## src/rtl/jzjpcc_mmio_pkg.sv

```systemverilog
// jzjpcc MMIO port block: shared types and address helpers.
// Region base, group decode and byte-lane helpers live here.
package jzjpcc_mmio_pkg;

    typedef enum logic [1:0] {
        MMIO_IN,
        MMIO_OUT,
        MMIO_DIR,
        MMIO_EDGE
    } mmio_group_t;

    typedef enum logic {
        ARMING,
        ARMED
    } arm_state_t;

    localparam int unsigned WORD_BITS = 32;

    function automatic logic [29:0] regionBase(input int numPorts);
        return 30'(32'h4000_0000 - 32'(4 * numPorts));
    endfunction

    // IN/OUT occupy the upper half of the region, keeping the legacy
    // FFFFFFC0/FFFFFFE0 port addresses for the default eight channels.
    function automatic mmio_group_t groupOf(input logic [1:0] field);
        return mmio_group_t'(field ^ 2'b10);
    endfunction

    function automatic logic [31:0] expandMask(input logic [3:0] mask);
        return {{8{mask[3]}}, {8{mask[2]}},
                {8{mask[1]}}, {8{mask[0]}}};
    endfunction

    function automatic logic [31:0] mergeBytes(
        input logic [31:0] oldWord,
        input logic [31:0] newWord,
        input logic [31:0] laneMask
    );
        return (oldWord & ~laneMask) | (newWord & laneMask);
    endfunction

endpackage

```

## src/rtl/jzjpcc_mmio_sync.sv

```systemverilog
// Per-channel input synchroniser with previous-sample register.
// rise flags bits that went 0->1 between consecutive synchronised samples.
module jzjpcc_mmio_sync
    import jzjpcc_mmio_pkg::*;
#(
    parameter int SYNC_STAGES = 2
) (
    input  logic                 clock,
    input  logic                 reset,
    input  logic [WORD_BITS-1:0] asyncIn,
    output logic [WORD_BITS-1:0] syncIn,
    output logic [WORD_BITS-1:0] rise
);

    logic [WORD_BITS-1:0] prev;

    if (SYNC_STAGES == 0) begin : gBypass
        assign syncIn = asyncIn;
    end else begin : gChain
        localparam int SW = WORD_BITS * SYNC_STAGES;
        logic [SW-1:0] shreg;

        always_ff @(posedge clock) begin
            if (reset) begin
                shreg <= '0;
            end else begin
                shreg <= SW'({shreg, asyncIn});
            end
        end

        assign syncIn = shreg[SW-1 -: WORD_BITS];
    end

    always_ff @(posedge clock) begin
        if (reset) begin
            prev <= '0;
        end else begin
            prev <= syncIn;
        end
    end

    assign rise = syncIn & ~prev;

endmodule

```

## src/rtl/jzjpcc_mmio_ports.sv

```systemverilog
// Memory-mapped I/O ports: IN/OUT/DIR/EDGE register groups per channel.
// Read data is registered; edge capture is gated until the syncs settle.
module jzjpcc_mmio_ports
    import jzjpcc_mmio_pkg::*;
#(
    parameter int NUM_PORTS   = 8,
    parameter int SYNC_STAGES = 2
) (
    input  logic                                clock,
    input  logic                                reset,
    input  logic [29:0]                         memAddress,
    input  logic                                memWriteEnable,
    input  logic [3:0]                          memByteMask,
    input  logic [31:0]                         memDataToWrite,
    output logic                                mmioSelected,
    output logic [31:0]                         memDataRead,
    input  logic [NUM_PORTS-1:0][WORD_BITS-1:0] mmioInputs,
    output logic [NUM_PORTS-1:0][WORD_BITS-1:0] mmioOutputs,
    output logic [NUM_PORTS-1:0][WORD_BITS-1:0] mmioDirection,
    output logic                                edgePending
);

    localparam int          LP        = $clog2(NUM_PORTS);
    localparam logic [29:0] BASE      = regionBase(NUM_PORTS);
    localparam logic [5:0]  PORT_MASK = 6'(NUM_PORTS - 1);
    localparam logic [2:0]  ARM_LOAD  = 3'(SYNC_STAGES + 1);

    logic [29:0]       offset;
    logic [1:0]        groupBits;
    mmio_group_t       group;
    logic [5:0]        portSel;
    logic              wrHit;
    logic [31:0]       wrMask;

    arm_state_t        armState;
    logic [2:0]        armCount;
    logic              armed;

    logic [NUM_PORTS-1:0]              edgeAny;
    logic [NUM_PORTS:0][WORD_BITS-1:0] readChain;

    assign offset       = memAddress - BASE;
    assign groupBits    = 2'(offset >> LP);
    assign group        = groupOf(groupBits);
    assign portSel      = 6'(offset) & PORT_MASK;
    assign mmioSelected = (memAddress >= BASE);
    assign wrHit        = mmioSelected & memWriteEnable;
    assign wrMask       = expandMask(memByteMask);
    assign armed        = (armState == ARMED);

    // Hold off edge capture while reset zeros drain out of the syncs.
    always_ff @(posedge clock) begin
        if (reset) begin
            armState <= ARMING;
            armCount <= ARM_LOAD;
        end else if (armState == ARMING) begin
            if (armCount == 3'd0) begin
                armState <= ARMED;
            end else begin
                armCount <= armCount - 3'd1;
            end
        end
    end

    assign readChain[0] = '0;

    for (genvar p = 0; p < NUM_PORTS; p++) begin : gPort
        logic [WORD_BITS-1:0] syncIn;
        logic [WORD_BITS-1:0] rise;
        logic [WORD_BITS-1:0] outQ;
        logic [WORD_BITS-1:0] dirQ;
        logic [WORD_BITS-1:0] edgeQ;
        logic [WORD_BITS-1:0] edgeClr;
        logic [WORD_BITS-1:0] edgeSet;
        logic [WORD_BITS-1:0] rdVal;
        logic                 hit;
        logic                 wrOut;
        logic                 wrDir;

        jzjpcc_mmio_sync #(
            .SYNC_STAGES(SYNC_STAGES)
        ) uSync (
            .clock  (clock),
            .reset  (reset),
            .asyncIn(mmioInputs[p]),
            .syncIn (syncIn),
            .rise   (rise)
        );

        assign hit   = mmioSelected && (portSel == 6'(p));
        assign wrOut = wrHit && hit && (group == MMIO_OUT);
        assign wrDir = wrHit && hit && (group == MMIO_DIR);

        assign edgeClr = (wrHit && hit && (group == MMIO_EDGE))
                       ? (memDataToWrite & wrMask) : '0;
        assign edgeSet = armed ? rise : '0;

        always_ff @(posedge clock) begin
            if (reset) begin
                outQ  <= '0;
                dirQ  <= '0;
                edgeQ <= '0;
            end else begin
                if (wrOut) begin
                    outQ <= mergeBytes(outQ, memDataToWrite, wrMask);
                end
                if (wrDir) begin
                    dirQ <= mergeBytes(dirQ, memDataToWrite, wrMask);
                end
                // Set is applied after clear so a fresh edge survives W1C.
                edgeQ <= (edgeQ & ~edgeClr) | edgeSet;
            end
        end

        always_comb begin
            rdVal = '0;
            if (hit) begin
                unique case (group)
                    MMIO_IN:   rdVal = syncIn;
                    MMIO_OUT:  rdVal = outQ;
                    MMIO_DIR:  rdVal = dirQ;
                    MMIO_EDGE: rdVal = edgeQ;
                    default:   rdVal = '0;
                endcase
            end
        end

        assign readChain[p+1]   = readChain[p] | rdVal;
        assign mmioOutputs[p]   = outQ;
        assign mmioDirection[p] = dirQ;
        assign edgeAny[p]       = |edgeQ;
    end

    always_ff @(posedge clock) begin
        if (reset) begin
            memDataRead <= '0;
        end else begin
            memDataRead <= readChain[NUM_PORTS];
        end
    end

    assign edgePending = |edgeAny;

endmodule

```

## config.mk

```make
export PLATFORM = sky130hd
export DESIGN_NAME = jzjpcc_mmio_ports
export DESIGN_NICKNAME = d
export VERILOG_FILES = /design/src/rtl/jzjpcc_mmio_pkg.sv /design/src/rtl/jzjpcc_mmio_sync.sv /design/src/rtl/jzjpcc_mmio_ports.sv
export SDC_FILE = /design/constraint.sdc
export NUM_CORES = 2
export LEC_CHECK = 0
export BUFFER_PORTS_ARGS = -buffer_cell sky130_fd_sc_hd__buf_4
export CORE_MARGIN = 4
export CORE_UTILIZATION = 48
export DETAILED_ROUTE_END_ITERATION = 12
export GPL_TIMING_DRIVEN = 0
export PLACE_DENSITY = 0.67
export SETUP_SLACK_MARGIN = 0.3
export SYNTH_ARGS = -nofsm -noshare
export SYNTH_HDL_FRONTEND = slang
export SYNTH_SLANG_ARGS = --single-unit
```

## constraint.sdc

```tcl
create_clock -name clock -period 2.6 [get_ports clock]
set_clock_uncertainty 0.1 [all_clocks]
set_input_delay 0.52 -clock clock [delete_from_list [all_inputs] [get_ports clock]]
set_output_delay 0.52 -clock clock [all_outputs]
set_load 0.005 [all_outputs]
```

==> impl_metrics.xml <==
<?xml version="1.0" encoding="UTF-8"?>
<metrics>
  <group name="timing">
    <metric name="rsz0062_at_grt" unit="">yes</metric>
    <metric name="setup-tns-final" unit="ns">-1.50</metric>
    <metric name="max_slew_headroom" unit="%">-8.53</metric>
    <metric name="setup_viol" unit="">1</metric>
    <metric name="final_max_slew_viol_count" unit="">11</metric>
    <metric name="min_period" unit="ns">4.10</metric>
    <metric name="final-hold-violation-count" unit="">0</metric>
    <metric name="max_slew.worst_pin.slew" unit="ns">1.63</metric>
    <metric name="clock.fmax" unit="MHz">244</metric>
    <metric name="layout_setup_ws" unit="ns">-1.50</metric>
    <metric name="final.hold.worst_slack" unit="ns">0.136</metric>
    <metric name="layout_worst_path_cycle_share" unit="%">158</metric>
  </group>
  <group name="power_and_ir_drop">
    <metric name="power.clock.fraction" unit="%">44.6</metric>
    <metric name="p_int" unit="mW">40.4</metric>
    <metric name="static-leakage-power" unit="nW">34.4</metric>
    <metric name="share_seq_of_total_power" unit="%">46.0</metric>
    <metric name="switching_share" unit="%">26.3</metric>
    <metric name="power_switching" unit="mW">14.4</metric>
    <metric name="power.share.combinational" unit="%">9.5</metric>
    <metric name="power_per_cell_area" unit="nW/µm²">708</metric>
    <metric name="max-vdd-ir-drop" unit="mV">0.788</metric>
  </group>
  <group name="global_route">
    <metric name="grt_pass1_vias" unit="">50500</metric>
    <metric name="grt_antenna_before_repair" unit="">34</metric>
    <metric name="grt-ovfl-total" unit="">0</metric>
    <metric name="grt_pass1_wl" unit="µm">447000</metric>
    <metric name="grt_max_degree" unit="">17</metric>
    <metric name="groute.usage.overall" unit="%">50.6</metric>
  </group>
  <group name="clocking">
    <metric name="clkSinkCount" unit="">1572</metric>
    <metric name="clkLatencyLatePin" unit="ns">0.82</metric>
    <metric name="cts_max_level" unit="">4</metric>
    <metric name="cts_tree" unit="">built</metric>
    <metric name="worst_setup_hold_path_clk_slew" unit="ns">0.06</metric>
    <metric name="cts_max_path_buffers" unit="">3</metric>
    <metric name="cts-buffers-inserted" unit="">160</metric>
    <metric name="cts.root.buffer_cell" unit="">clkbuf_16</metric>
  </group>
  <group name="logic_synthesis">
    <metric name="synth-edff-count" unit="">0</metric>
    <metric name="mappedNetlistNets" unit="">5954</metric>
    <metric name="ys_seq_area_share" unit="%">53.0</metric>
    <metric name="synthesis.instances" unit="">5627</metric>
    <metric name="mappedNetlistArea" unit="µm²">59400</metric>
    <metric name="synthArstFlopShare" unit="%">0</metric>
    <metric name="synth_ff_type" unit="">dfxtp_1</metric>
    <metric name="yosysWarningCount" unit="">0</metric>
    <metric name="synthesis.area_per_instance" unit="µm²">10.6</metric>
    <metric name="ys_seq_elements" unit="">1572</metric>
    <metric name="synth.distinct_cells" unit="">51</metric>
  </group>
  <group name="cells_and_area">
    <metric name="flow.area_growth_from_synthesis" unit="%">30.4</metric>
    <metric name="final_layout_size_suffix_gt1_share" unit="%">22.9</metric>
    <metric name="finish.net_count" unit="">7233</metric>
    <metric name="post_route_non_filler_standard_cell_count" unit="">8680</metric>
    <metric name="final_util" unit="%">63.3</metric>
  </group>
  <group name="worst_setup_path">
    <metric name="timing.rr.end" unit="">gPort[0].edgeQ[16]</metric>
    <metric name="reg2reg_depth" unit="">5</metric>
    <metric name="cp_max_fo" unit="">3</metric>
    <metric name="critical_path_class" unit="">register to output pin</metric>
    <metric name="worst_setup_path_end_kind" unit="">output pin</metric>
    <metric name="cp.arrival" unit="ns">3.48</metric>
    <metric name="setup.reg_to_reg.worst_slack" unit="ns">0.29</metric>
    <metric name="worstSetupStartpointType" unit="">register</metric>
    <metric name="cp.required" unit="ns">1.98</metric>
    <metric name="r2r-start" unit="">armState</metric>
  </group>
  <group name="status">
    <metric name="failed_checks" unit="">max-capacitance violations, max-slew violations, negative setup slack</metric>
    <metric name="run_status" unit="">finished with violations</metric>
  </group>
  <group name="detailed_routing">
    <metric name="vias" unit="">55200</metric>
    <metric name="first_pass_iteration_count_of_the_detailed_router" unit="">6</metric>
    <metric name="routedWlPerCell" unit="µm">39.7</metric>
    <metric name="drt-vias-per-instance" unit="">6.36</metric>
    <metric name="drc_errors" unit="">0</metric>
    <metric name="route.final.wire_length" unit="µm">345000</metric>
    <metric name="drtIter0Drc" unit="">8981</metric>
    <metric name="ant_nets" unit="">0</metric>
  </group>
  <group name="floorplan">
    <metric name="rows" unit="">128</metric>
    <metric name="top_level_pins" unit="">871</metric>
    <metric name="design.die.area" unit="µm²">129000</metric>
    <metric name="initial_core_util" unit="%">48.5</metric>
    <metric name="chipWidth" unit="µm">360</metric>
    <metric name="core_area" unit="µm²">122000</metric>
    <metric name="vert_die_dim" unit="µm">360</metric>
  </group>
  <group name="min_path">
    <metric name="holdPathStages" unit="">3</metric>
    <metric name="hold_class" unit="">input port to register</metric>
    <metric name="min_from" unit="">memDataToWrite[27]</metric>
  </group>
  <group name="job">
    <metric name="maxCapViolCount" unit="">1</metric>
  </group>
  <group name="placed_design">
    <metric name="globalplace.congestion" unit="">1.08</metric>
    <metric name="placement.io_buffers" unit="">835</metric>
    <metric name="placed_instance_count" unit="">8087</metric>
    <metric name="dp.final_hpwl" unit="µm">271000</metric>
  </group>
</metrics>
==> final cells by class <==
class,count,area (µm²)
antenna,18,45.0
buffer,435,2220
clock buffer,235,4730
clock inverter,58,831
fill,9784,44900
inverter,4,17.5
multi-input combinational,3615,27100
sequential,1572,31500
tap,1625,2030
timing repair buffer,1118,9050
==> worst max-delay path, cell delays in order (launching register included) <==
cell,delay (ns)
dfxtp_2,0.39
nor4_4,0.50
nand4_1,0.37
nor4_4,0.55
nand4_1,0.53
buf_4,0.32
==> per-layer routing <==
layer  part of all wire, %  track usage, %  vias up  wire length, µm
met3                    16            24.4     1102            53600
li1                      -               -    22200                -
met5                  0.18            1.85        -              624
met1                    36            62.5    27100           126000
met2                    40            71.5     4747           138000
met4                   7.7            29.5       34            26500
==> kinds of logic (layout without fill, tap and decap cells) <==
kind of cell	after synthesis	after routing	synth area share, %
and+or+nand+nor	1867	1867	18.4
DFF	1572	1572	53.0
muxes	929	929	17.7
AOI/OAI and AO/OA	816	816	7.80
buffers and inverters	440	1850	3.14
adders and majority gates	2	2	0.0421
xor gates and xnor gates	1	1	0.0147
other	0	18	0
==> stage by stage <==
step	power, mW	area, µm²	setup slack [ns]
floorplan	27.4	59400	0.398
global placement	30.0	67700	-2.24
detailed placement	30.0	67700	-1.82
CTS	54.2	76900	-1.39
global route	55.6	77400	-1.38
finish	54.9	77500	-1.50
==> worst max-delay path by stage <==
stage,from,endpoint,slack (ns),cells past startpoint
detailed placement,memAddress[11],memDataRead[26],-1.82,9
global placement,gPort[5].edgeQ[6],edgePending,-2.24,5
floorplan,memAddress[4],memDataRead[14],0.40,7
finish,gPort[7].edgeQ[7],edgePending,-1.50,5
global route,gPort[6].edgeQ[6],edgePending,-1.38,5
CTS,gPort[6].edgeQ[6],edgePending,-1.39,5
==> cell usage in the layout, fill, tap and decap left out, types with 10 or more instances in the layout <==
cell type	n
clkbuf_16	163
a211oi_1	11
buf_6	21
bufinv_16	13
clkbuf_8	38
nand2_2	11
nand2_1	82
nand4_2	50
o21ai_0	268
a31oi_1	12
diode_2	18
o22a_1	10
buf_2	48
nor2b_1	774
nand4_4	14
nor4_4	11
mux2i_1	794
o22ai_1	146
dlygate4sd3_1	256
nand4_1	30
nor4_2	14
a21oi_1	261
clkbuf_1	271
mux4_2	95
nor4_1	45
dfxtp_1	1566
clkbuf_2	76
and2_1	12
nand3b_1	260
buf_4	890
clkinv_2	24
mux2i_2	30
nor2_1	521
==> power by group through the flow <==
stage               clock [mW]  combinational, mW  sequential [mW]
global route              25.3               5.13             25.2
detailed placement           0               4.31             25.7
finish                    24.5               5.19             25.2
CTS                       24.3               4.82             25.2
global placement             0               4.29             25.7
floorplan                    0               2.03             25.4
==> Yosys cell counts, drive strengths merged, types with 9 or more instances <==
cell / n / area share (%)
a2111oi: 9 / 0.13
a211oi: 18 / 0.23
a21o: 9 / 0.11
a21oi: 261 / 2.2
a31oi: 14 / 0.15
a32oi: 9 / 0.13
a41oi: 18 / 0.27
and2: 12 / 0.13
buf: 114 / 1.1
clkbuf: 322 / 2.0
dfxtp: 1572 / 53
mux2i: 833 / 14
mux4: 95 / 3.6
nand2: 95 / 0.60
nand3: 11 / 0.093
nand3b: 261 / 3.3
nand4: 94 / 1.7
nor2: 525 / 3.3
nor2b: 775 / 8.2
nor3: 9 / 0.13
nor4: 70 / 0.76
o21ai: 283 / 2.4
o21bai: 17 / 0.21
o22a: 10 / 0.15
o22ai: 149 / 1.6
==> what timing repair did <==
action,CTS,global route
gates resized for setup,272,113
setup buffers,18,9
endpoints found under the hold margin,256,0
pin swaps,18,10
cloned,0,0
hold buffers,256,0
endpoints found under the setup margin,1168,202
Note: power is estimated with default switching activity, not from simulation.
